<file path="src/rtl/fft_pkg.sv">
// Shared constants, FSM state type and twiddle generator for the radix-2 merge stage.
// Twiddles are Q3.14 in an 18-bit signed word; W^k = cos(2*pi*k/N) - j*sin(2*pi*k/N).
package fft_pkg;

    localparam int  TW_W      = 18;
    localparam int  TW_FRAC   = 14;
    localparam int  RND_CONST = 1 << (TW_FRAC - 1);
    localparam real PI        = 3.14159265358979323846;

    typedef enum logic [1:0] {
        ST_IDLE  = 2'd0,
        ST_RUN   = 2'd1,
        ST_DRAIN = 2'd2,
        ST_DONE  = 2'd3
    } state_t;

    // Elaboration-time only: real component of W^k (im=0) or imaginary component (im=1),
    // scaled by 2^TW_FRAC and rounded to nearest.
    function automatic int tw_value(input int k, input int log2n, input bit im);
        real a;
        real x;
        a = 2.0 * PI * real'(k) / real'(1 << log2n);
        x = im ? -$sin(a) : $cos(a);
        x = x * real'(1 << TW_FRAC);
        return (x >= 0.0) ? $rtoi(x + 0.5) : -$rtoi(0.5 - x);
    endfunction

endpackage

</file>
<file path="src/rtl/fft_twiddle_rom.sv">
// Twiddle ROM for k = 0..N/2-1 with one registered read cycle, so the twiddle lines up
// with the input-buffer read stage of the butterfly pipeline.
module fft_twiddle_rom
    import fft_pkg::*;
#(
    parameter int LOG2N = 4
) (
    input  logic                    i_clk,
    input  logic [LOG2N-2:0]        i_addr,
    output logic signed [TW_W-1:0]  o_tw_r,
    output logic signed [TW_W-1:0]  o_tw_i
);

    localparam int HALF = 1 << (LOG2N - 1);

    logic signed [TW_W-1:0] w_cos [HALF];
    logic signed [TW_W-1:0] w_sin [HALF];

    for (genvar g = 0; g < HALF; g++) begin : g_tab
        localparam int TW_RE = tw_value(g, LOG2N, 1'b0);
        localparam int TW_IM = tw_value(g, LOG2N, 1'b1);
        assign w_cos[g] = TW_W'(TW_RE);
        assign w_sin[g] = TW_W'(TW_IM);
    end

    always_ff @(posedge i_clk) begin
        o_tw_r <= w_cos[i_addr];
        o_tw_i <= w_sin[i_addr];
    end

endmodule

</file>
<file path="src/rtl/fft_r2_merge.sv">
// Final radix-2 merge of two N/2-point spectra: X[k] = E[k] + W^k O[k], X[k+N/2] = E[k] - W^k O[k].
// One butterfly per cycle through a read / multiply / round-add-write pipeline.
module fft_r2_merge
    import fft_pkg::*;
#(
    parameter int DW    = 18,
    parameter int LOG2N = 4,
    parameter int SCALE = 0
) (
    input  logic                   clk,
    input  logic                   rst,
    input  logic                   start,
    input  logic                   in_we,
    input  logic                   in_sel,
    input  logic [LOG2N-2:0]       in_addr,
    input  logic signed [DW-1:0]   in_r,
    input  logic signed [DW-1:0]   in_i,
    input  logic [LOG2N-1:0]       out_addr,
    output logic signed [DW:0]     out_r,
    output logic signed [DW:0]     out_i,
    output logic                   busy,
    output logic                   done,
    output logic                   ovf
);

    localparam int HALF = 1 << (LOG2N - 1);
    localparam int AW   = LOG2N - 1;
    localparam int OW   = DW + 1;
    localparam int PW   = DW + TW_W;
    localparam int SW   = PW + 1;
    localparam int RW   = SW - TW_FRAC;
    localparam int XW   = RW + 1;

    function automatic logic signed [RW-1:0] round_tw(input logic signed [SW-1:0] v);
        logic signed [SW-1:0] t;
        t = v + SW'(RND_CONST);
        return RW'(t >>> TW_FRAC);
    endfunction

    function automatic logic signed [XW-1:0] scale_sum(input logic signed [XW-1:0] v);
        if (SCALE != 0)
            return (v + XW'(1)) >>> 1;
        else
            return v;
    endfunction

    // A value fits the output width when all bits from the output sign bit upward agree.
    function automatic logic sat_hit(input logic signed [XW-1:0] v);
        return !((&v[XW-1:OW-1]) || !(|v[XW-1:OW-1]));
    endfunction

    function automatic logic signed [OW-1:0] sat_ow(input logic signed [XW-1:0] v);
        if (!sat_hit(v))
            return v[OW-1:0];
        else if (v[XW-1])
            return {1'b1, {(OW-1){1'b0}}};
        else
            return {1'b0, {(OW-1){1'b1}}};
    endfunction

    state_t            r_state;
    logic [AW-1:0]     r_k;
    logic              r_busy;
    logic              r_done;
    logic              r_ovf;

    logic signed [DW-1:0] r_e_r [HALF];
    logic signed [DW-1:0] r_e_i [HALF];
    logic signed [DW-1:0] r_o_r [HALF];
    logic signed [DW-1:0] r_o_i [HALF];

    logic signed [OW-1:0] r_xlo_r [HALF];
    logic signed [OW-1:0] r_xlo_i [HALF];
    logic signed [OW-1:0] r_xhi_r [HALF];
    logic signed [OW-1:0] r_xhi_i [HALF];
    logic signed [OW-1:0] r_out_r;
    logic signed [OW-1:0] r_out_i;

    logic                 r_vld_p1, r_vld_p2, r_vld_p3;
    logic [AW-1:0]        r_k_p1, r_k_p2, r_k_p3;
    logic signed [DW-1:0] r_er_p1, r_ei_p1, r_or_p1, r_oi_p1;
    logic signed [DW-1:0] r_er_p2, r_ei_p2;
    logic signed [PW-1:0] r_m_rr_p2, r_m_ii_p2, r_m_ri_p2, r_m_ir_p2;
    logic signed [OW-1:0] r_xa_r_p3, r_xa_i_p3, r_xb_r_p3, r_xb_i_p3;

    logic signed [TW_W-1:0] w_tw_r, w_tw_i;
    logic signed [RW-1:0]   w_pr, w_pi;
    logic signed [XW-1:0]   w_a_r, w_a_i, w_b_r, w_b_i;
    logic                   w_sat_hit;
    logic                   w_in_wr;

    assign w_in_wr = in_we && ((r_state == ST_IDLE) || (r_state == ST_DONE));

    always_ff @(posedge clk) begin
        if (rst) begin
            r_state <= ST_IDLE;
            r_k     <= '0;
            r_busy  <= 1'b0;
            r_done  <= 1'b0;
            r_ovf   <= 1'b0;
        end else begin
            r_done <= 1'b0;
            unique case (r_state)
                ST_IDLE: begin
                    if (start) begin
                        r_state <= ST_RUN;
                        r_k     <= '0;
                        r_busy  <= 1'b1;
                        r_ovf   <= 1'b0;
                    end
                end
                ST_RUN: begin
                    r_k <= r_k + 1'b1;
                    if (r_k == AW'(HALF - 1))
                        r_state <= ST_DRAIN;
                end
                ST_DRAIN: begin
                    // Only the final write stage may still be in flight; it completes this edge.
                    if (!r_vld_p1 && !r_vld_p2) begin
                        r_state <= ST_DONE;
                        r_busy  <= 1'b0;
                        r_done  <= 1'b1;
                    end
                end
                ST_DONE: r_state <= ST_IDLE;
                default: r_state <= ST_IDLE;
            endcase
            if (w_sat_hit)
                r_ovf <= 1'b1;
        end
    end

    always_ff @(posedge clk) begin
        if (w_in_wr) begin
            if (!in_sel) begin
                r_e_r[in_addr] <= in_r;
                r_e_i[in_addr] <= in_i;
            end else begin
                r_o_r[in_addr] <= in_r;
                r_o_i[in_addr] <= in_i;
            end
        end
    end

    always_ff @(posedge clk) begin
        if (rst) begin
            r_vld_p1 <= 1'b0;
            r_vld_p2 <= 1'b0;
            r_vld_p3 <= 1'b0;
        end else begin
            r_vld_p1 <= (r_state == ST_RUN);
            r_vld_p2 <= r_vld_p1;
            r_vld_p3 <= r_vld_p2;
        end
    end

    fft_twiddle_rom #(
        .LOG2N (LOG2N)
    ) u_tw (
        .i_clk  (clk),
        .i_addr (r_k),
        .o_tw_r (w_tw_r),
        .o_tw_i (w_tw_i)
    );

    // Stage p1: input buffer read (twiddle arrives from the ROM in the same cycle).
    always_ff @(posedge clk) begin
        r_k_p1  <= r_k;
        r_er_p1 <= r_e_r[r_k];
        r_ei_p1 <= r_e_i[r_k];
        r_or_p1 <= r_o_r[r_k];
        r_oi_p1 <= r_o_i[r_k];
    end

    // Stage p2: full-precision partial products of O[k] * W^k.
    always_ff @(posedge clk) begin
        r_k_p2    <= r_k_p1;
        r_er_p2   <= r_er_p1;
        r_ei_p2   <= r_ei_p1;
        r_m_rr_p2 <= r_or_p1 * w_tw_r;
        r_m_ii_p2 <= r_oi_p1 * w_tw_i;
        r_m_ri_p2 <= r_or_p1 * w_tw_i;
        r_m_ir_p2 <= r_oi_p1 * w_tw_r;
    end

    // Stage p3: round product, add/subtract, optional halving, saturate; write next edge.
    assign w_pr  = round_tw(SW'(r_m_rr_p2) - SW'(r_m_ii_p2));
    assign w_pi  = round_tw(SW'(r_m_ri_p2) + SW'(r_m_ir_p2));
    assign w_a_r = scale_sum(XW'(r_er_p2) + XW'(w_pr));
    assign w_a_i = scale_sum(XW'(r_ei_p2) + XW'(w_pi));
    assign w_b_r = scale_sum(XW'(r_er_p2) - XW'(w_pr));
    assign w_b_i = scale_sum(XW'(r_ei_p2) - XW'(w_pi));
    assign w_sat_hit = r_vld_p2 &&
        (sat_hit(w_a_r) || sat_hit(w_a_i) || sat_hit(w_b_r) || sat_hit(w_b_i));

    always_ff @(posedge clk) begin
        r_k_p3    <= r_k_p2;
        r_xa_r_p3 <= sat_ow(w_a_r);
        r_xa_i_p3 <= sat_ow(w_a_i);
        r_xb_r_p3 <= sat_ow(w_b_r);
        r_xb_i_p3 <= sat_ow(w_b_i);
    end

    // Output buffer: N entries split by address MSB so both butterfly legs write in one cycle.
    always_ff @(posedge clk) begin
        if (r_vld_p3) begin
            r_xlo_r[r_k_p3] <= r_xa_r_p3;
            r_xlo_i[r_k_p3] <= r_xa_i_p3;
            r_xhi_r[r_k_p3] <= r_xb_r_p3;
            r_xhi_i[r_k_p3] <= r_xb_i_p3;
        end
    end

    always_ff @(posedge clk) begin
        if (rst) begin
            r_out_r <= '0;
            r_out_i <= '0;
        end else if (out_addr[AW]) begin
            r_out_r <= r_xhi_r[out_addr[AW-1:0]];
            r_out_i <= r_xhi_i[out_addr[AW-1:0]];
        end else begin
            r_out_r <= r_xlo_r[out_addr[AW-1:0]];
            r_out_i <= r_xlo_i[out_addr[AW-1:0]];
        end
    end

    assign out_r = r_out_r;
    assign out_i = r_out_i;
    assign busy  = r_busy;
    assign done  = r_done;
    assign ovf   = r_ovf;

endmodule

</file>
<file path="config.mk">
export PLATFORM = sky130hd
export DESIGN_NAME = fft_r2_merge
export DESIGN_NICKNAME = d
export VERILOG_FILES = /design/src/rtl/fft_pkg.sv /design/src/rtl/fft_twiddle_rom.sv /design/src/rtl/fft_r2_merge.sv
export SDC_FILE = /design/constraint.sdc
export NUM_CORES = 2
export LEC_CHECK = 0
export BUFFER_PORTS_ARGS = -buffer_cell sky130_fd_sc_hd__buf_2
export CORE_ASPECT_RATIO = 0.9
export CORE_MARGIN = 2
export CORE_UTILIZATION = 55
export CTS_CLUSTER_DIAMETER = 80
export DETAILED_ROUTE_END_ITERATION = 10
export PLACE_DENSITY = 0.71
export SLEW_MARGIN = 20
export SYNTH_ARGS = -nofsm -noshare
export SYNTH_HDL_FRONTEND = slang
export SYNTH_SLANG_ARGS = --single-unit
</file>
<file path="constraint.sdc">
create_clock -name clk -period 20.6 [get_ports clk]
set_clock_uncertainty 0.1 [all_clocks]
set_input_delay 1.03 -clock clk [delete_from_list [all_inputs] [get_ports clk]]
set_output_delay 1.03 -clock clk [all_outputs]
set_load 0.005 [all_outputs]
</file>
==> out/results.ini <==
[status]
run_status=finished clean

[floorplan]
fp.dieW_microns=468
placement_rows=153
design.portCount=89
design.die.area_sq_um=197000
floorplan.die.height_microns=422
placeableCoreArea_sq_um=193000
starting_density_of_the_core=0.553

[synth]
synthesis.yosys.warnings=0
ys_seq_elements=1587
post_synth_instance_area_sq_um=107000
syn-mean-instance-area_sq_um=12.8
synth_cell_type_count=93
synth-edff-count=1184
synth-async-reset-ratio=0
syn_nets=10300
part_of_the_yosys_area_used_for_sequential_elements=0.409
synthFlopType=sky130_fd_sc_hd__edfxtp_1
synthesis.instances=8313

[drt]
drt-total-wl_microns=252000
detail_route.iter0.violations=5727
routed-via-count=61900
ant_nets=0
post_drt_wl_per_cell_microns=22.7
first_pass_iters=6
route.detailed.vias_per_inst=5.58
drc_errors=0

[clock_network]
cts_buffer_depth=3
post_cts_hold_buffer_count=0
worstSkewPairLatency_ns=0.86
clock_tree.htree_level_count=4
cts_post_setup_buffers_inserted=0
cts_made_buffers=162
cts_root_buffer=sky130_fd_sc_hd__clkbuf_16
postCtsResizedCells=0
clock-sinks=1587
tritoncts_clock_tree=done
clkTransAtPathRegs_ns=0.06

[setup_path]
worstPathMaxFanout=36
cp-end-kind=register
reg2regPathDepth=21
timing.critical_path.arrival_ns=8.40
worstSetupPathType=reg2reg
worstSetupStartpointType=register
worst-endpoint-required_ns=21.25

[sta]
setup-violations-final=0
slew_headroom=0.207
rsz0062_at_grt=false
finalCriticalPeriod_ns=7.75
final_cycle_utilization_of_the_critical_path=0.376
max_slew.worst_pin.slew_ns=1.18
finalHoldViolations=0
fmaxAchievable_mhz=129
fin_tns_setup_ns=0
report.final.slew_viol_count=0

[finish]
most_common_cell_after_layout_fill_and_taps_aside=sky130_fd_sc_hd__inv_1
final_cell_mix=sky130_fd_sc_hd__inv_1, sky130_fd_sc_hd__fa_1, sky130_fd_sc_hd__edfxtp_1
final_layout_size_suffix_gt1_frac=0.0993
syn2layout_area_growth_pct=8.40
num-nets-final=10300

[run]
max_cap_violations=0

[global_routing]
grt_start_max_net_pins=89
grt_overflow=0
grtUsageTotal=0.262
vias_in_the_first_global_route=64900
grt_antenna_before_repair=24
grt_first_pass_wirelength_microns=389000

[worst_hold_path]
worstHoldPathType=reg2reg
holdPathStages=0

[placement]
detailed_place_hpwl_microns=183000
routabilityCongestion=0.924
port_buffers=88

critical path, cell delays in order, from the launching register on:
cell,delay (ns)
sky130_fd_sc_hd__dfxtp_1,0.31
sky130_fd_sc_hd__buf_4,0.43
sky130_fd_sc_hd__nand2_1,0.25
sky130_fd_sc_hd__fa_1,0.59
sky130_fd_sc_hd__inv_1,0.06
sky130_fd_sc_hd__fa_1,0.59
sky130_fd_sc_hd__fa_1,0.46
sky130_fd_sc_hd__fa_1,0.55
sky130_fd_sc_hd__inv_1,0.05
sky130_fd_sc_hd__fa_1,0.47
sky130_fd_sc_hd__inv_1,0.05
sky130_fd_sc_hd__fa_1,0.43
sky130_fd_sc_hd__ha_1,0.35
sky130_fd_sc_hd__a21o_1,0.19
sky130_fd_sc_hd__or3_1,0.30
sky130_fd_sc_hd__o21ai_0,0.54
sky130_fd_sc_hd__o2bb2ai_1,0.29
sky130_fd_sc_hd__o311ai_0,0.85
sky130_fd_sc_hd__a31oi_1,0.23
sky130_fd_sc_hd__a21o_1,0.23
sky130_fd_sc_hd__a21oi_1,0.18
sky130_fd_sc_hd__xnor2_1,0.13
flip-flops by register name, indices dropped and copies added (netlist names), 144 cells and up:
signal / count
r_xlo_r: 152
r_xhi_r: 152
r_o_r: 144
r_e_i: 144
r_xhi_i: 152
r_e_r: 144
r_xlo_i: 152
r_o_i: 144
stage by stage:
step | util | worst slack (ns) | hold slack, ns | cells | area [sq um]
final | 0.599 | 12.85 | 0.225 | 11100 | 116000
after global routing | 0.599 | 12.58 | 0.230 | 11100 | 116000
after CTS | 0.599 | 13.04 | 0.224 | 11100 | 116000
after detailed placement | 0.571 | 13.05 | 0.212 | 10800 | 110000
after global placement | 0.571 | 13.19 | 0.211 | 10800 | 110000
after floorplan | - | 13.86 | 0.210 | 8313 | 107000
layer usage:
layer / vias up / wire length (microns) / GRT usage
met5: - / 66 / 0
met4: 10 / 6970 / 0.0710
met3: 343 / 19100 / 0.0433
met2: 2328 / 119000 / 0.415
met1: 31900 / 106000 / 0.378
li1: 27300 / - / -
final timing paths:
kind                          startpoint                     to  slack, ns
setup / recovery  u_tw.o_tw_r[4]$_DFF_P_  r_m_rr_p2[35]$_DFF_P_      12.85
hold / removal         r_k_p2[0]$_DFF_P_      r_k_p3[0]$_DFF_P_       0.22
setup reg to reg  u_tw.o_tw_r[4]$_DFF_P_  r_m_rr_p2[35]$_DFF_P_      12.85
hold reg to reg        r_k_p2[0]$_DFF_P_      r_k_p3[0]$_DFF_P_       0.22
layout make-up:
class                      instances  area, sq um
inverter                        1691         6350
multi-input combinational       4752        55700
clock inverter                    78          968
sequential                      1587        43600
fill                           14900        77400
tap                             2557         3200
timing repair buffer             187         1200
antenna                            5         12.5
clock buffer                     226         4500
logic make-up after synthesis:
kind of cell,after synthesis,share of synthesized area
flops,1587,0.409
fa+ha+maj,1904,0.312
compound gates,666,0.0417
xor+xnor,265,0.0218
buf+inv,1974,0.0700
simple gates,1564,0.0727
mux,353,0.0724
cells in the mapped netlist (13+ instances only):
master,number,area [sq um]
sky130_fd_sc_hd__inv_1,1690,6340
sky130_fd_sc_hd__fa_1,1262,25300
sky130_fd_sc_hd__edfxtp_1,1184,35600
sky130_fd_sc_hd__ha_1,642,8030
sky130_fd_sc_hd__nand2_1,594,2230
sky130_fd_sc_hd__dfxtp_1,403,8070
sky130_fd_sc_hd__and2_1,390,2440
sky130_fd_sc_hd__mux4_2,334,7520
sky130_fd_sc_hd__clkbuf_1,215,807
sky130_fd_sc_hd__nor2_1,205,769
sky130_fd_sc_hd__a21oi_1,203,1020
sky130_fd_sc_hd__xnor2_1,191,1670
sky130_fd_sc_hd__o21ai_0,111,556
sky130_fd_sc_hd__nand2b_1,109,682
sky130_fd_sc_hd__a21o_1,95,713
sky130_fd_sc_hd__nor2b_1,81,507
sky130_fd_sc_hd__xor2_1,74,648
sky130_fd_sc_hd__o21a_1,62,465
sky130_fd_sc_hd__nor3_1,58,290
sky130_fd_sc_hd__buf_1,43,161
sky130_fd_sc_hd__o21bai_1,39,293
sky130_fd_sc_hd__nand3_1,29,145
sky130_fd_sc_hd__and3_1,18,113
sky130_fd_sc_hd__buf_2,18,90.1
sky130_fd_sc_hd__or3_1,18,113
sky130_fd_sc_hd__a211oi_1,15,113
sky130_fd_sc_hd__a31oi_1,14,87.6
sky130_fd_sc_hd__o211ai_1,14,105
sky130_fd_sc_hd__mux2i_1,13,130
sky130_fd_sc_hd__nor4_1,13,81.3
Power is not shown: default switching activity piles up to over one toggle a cycle in this logic, so the estimate is an artifact.
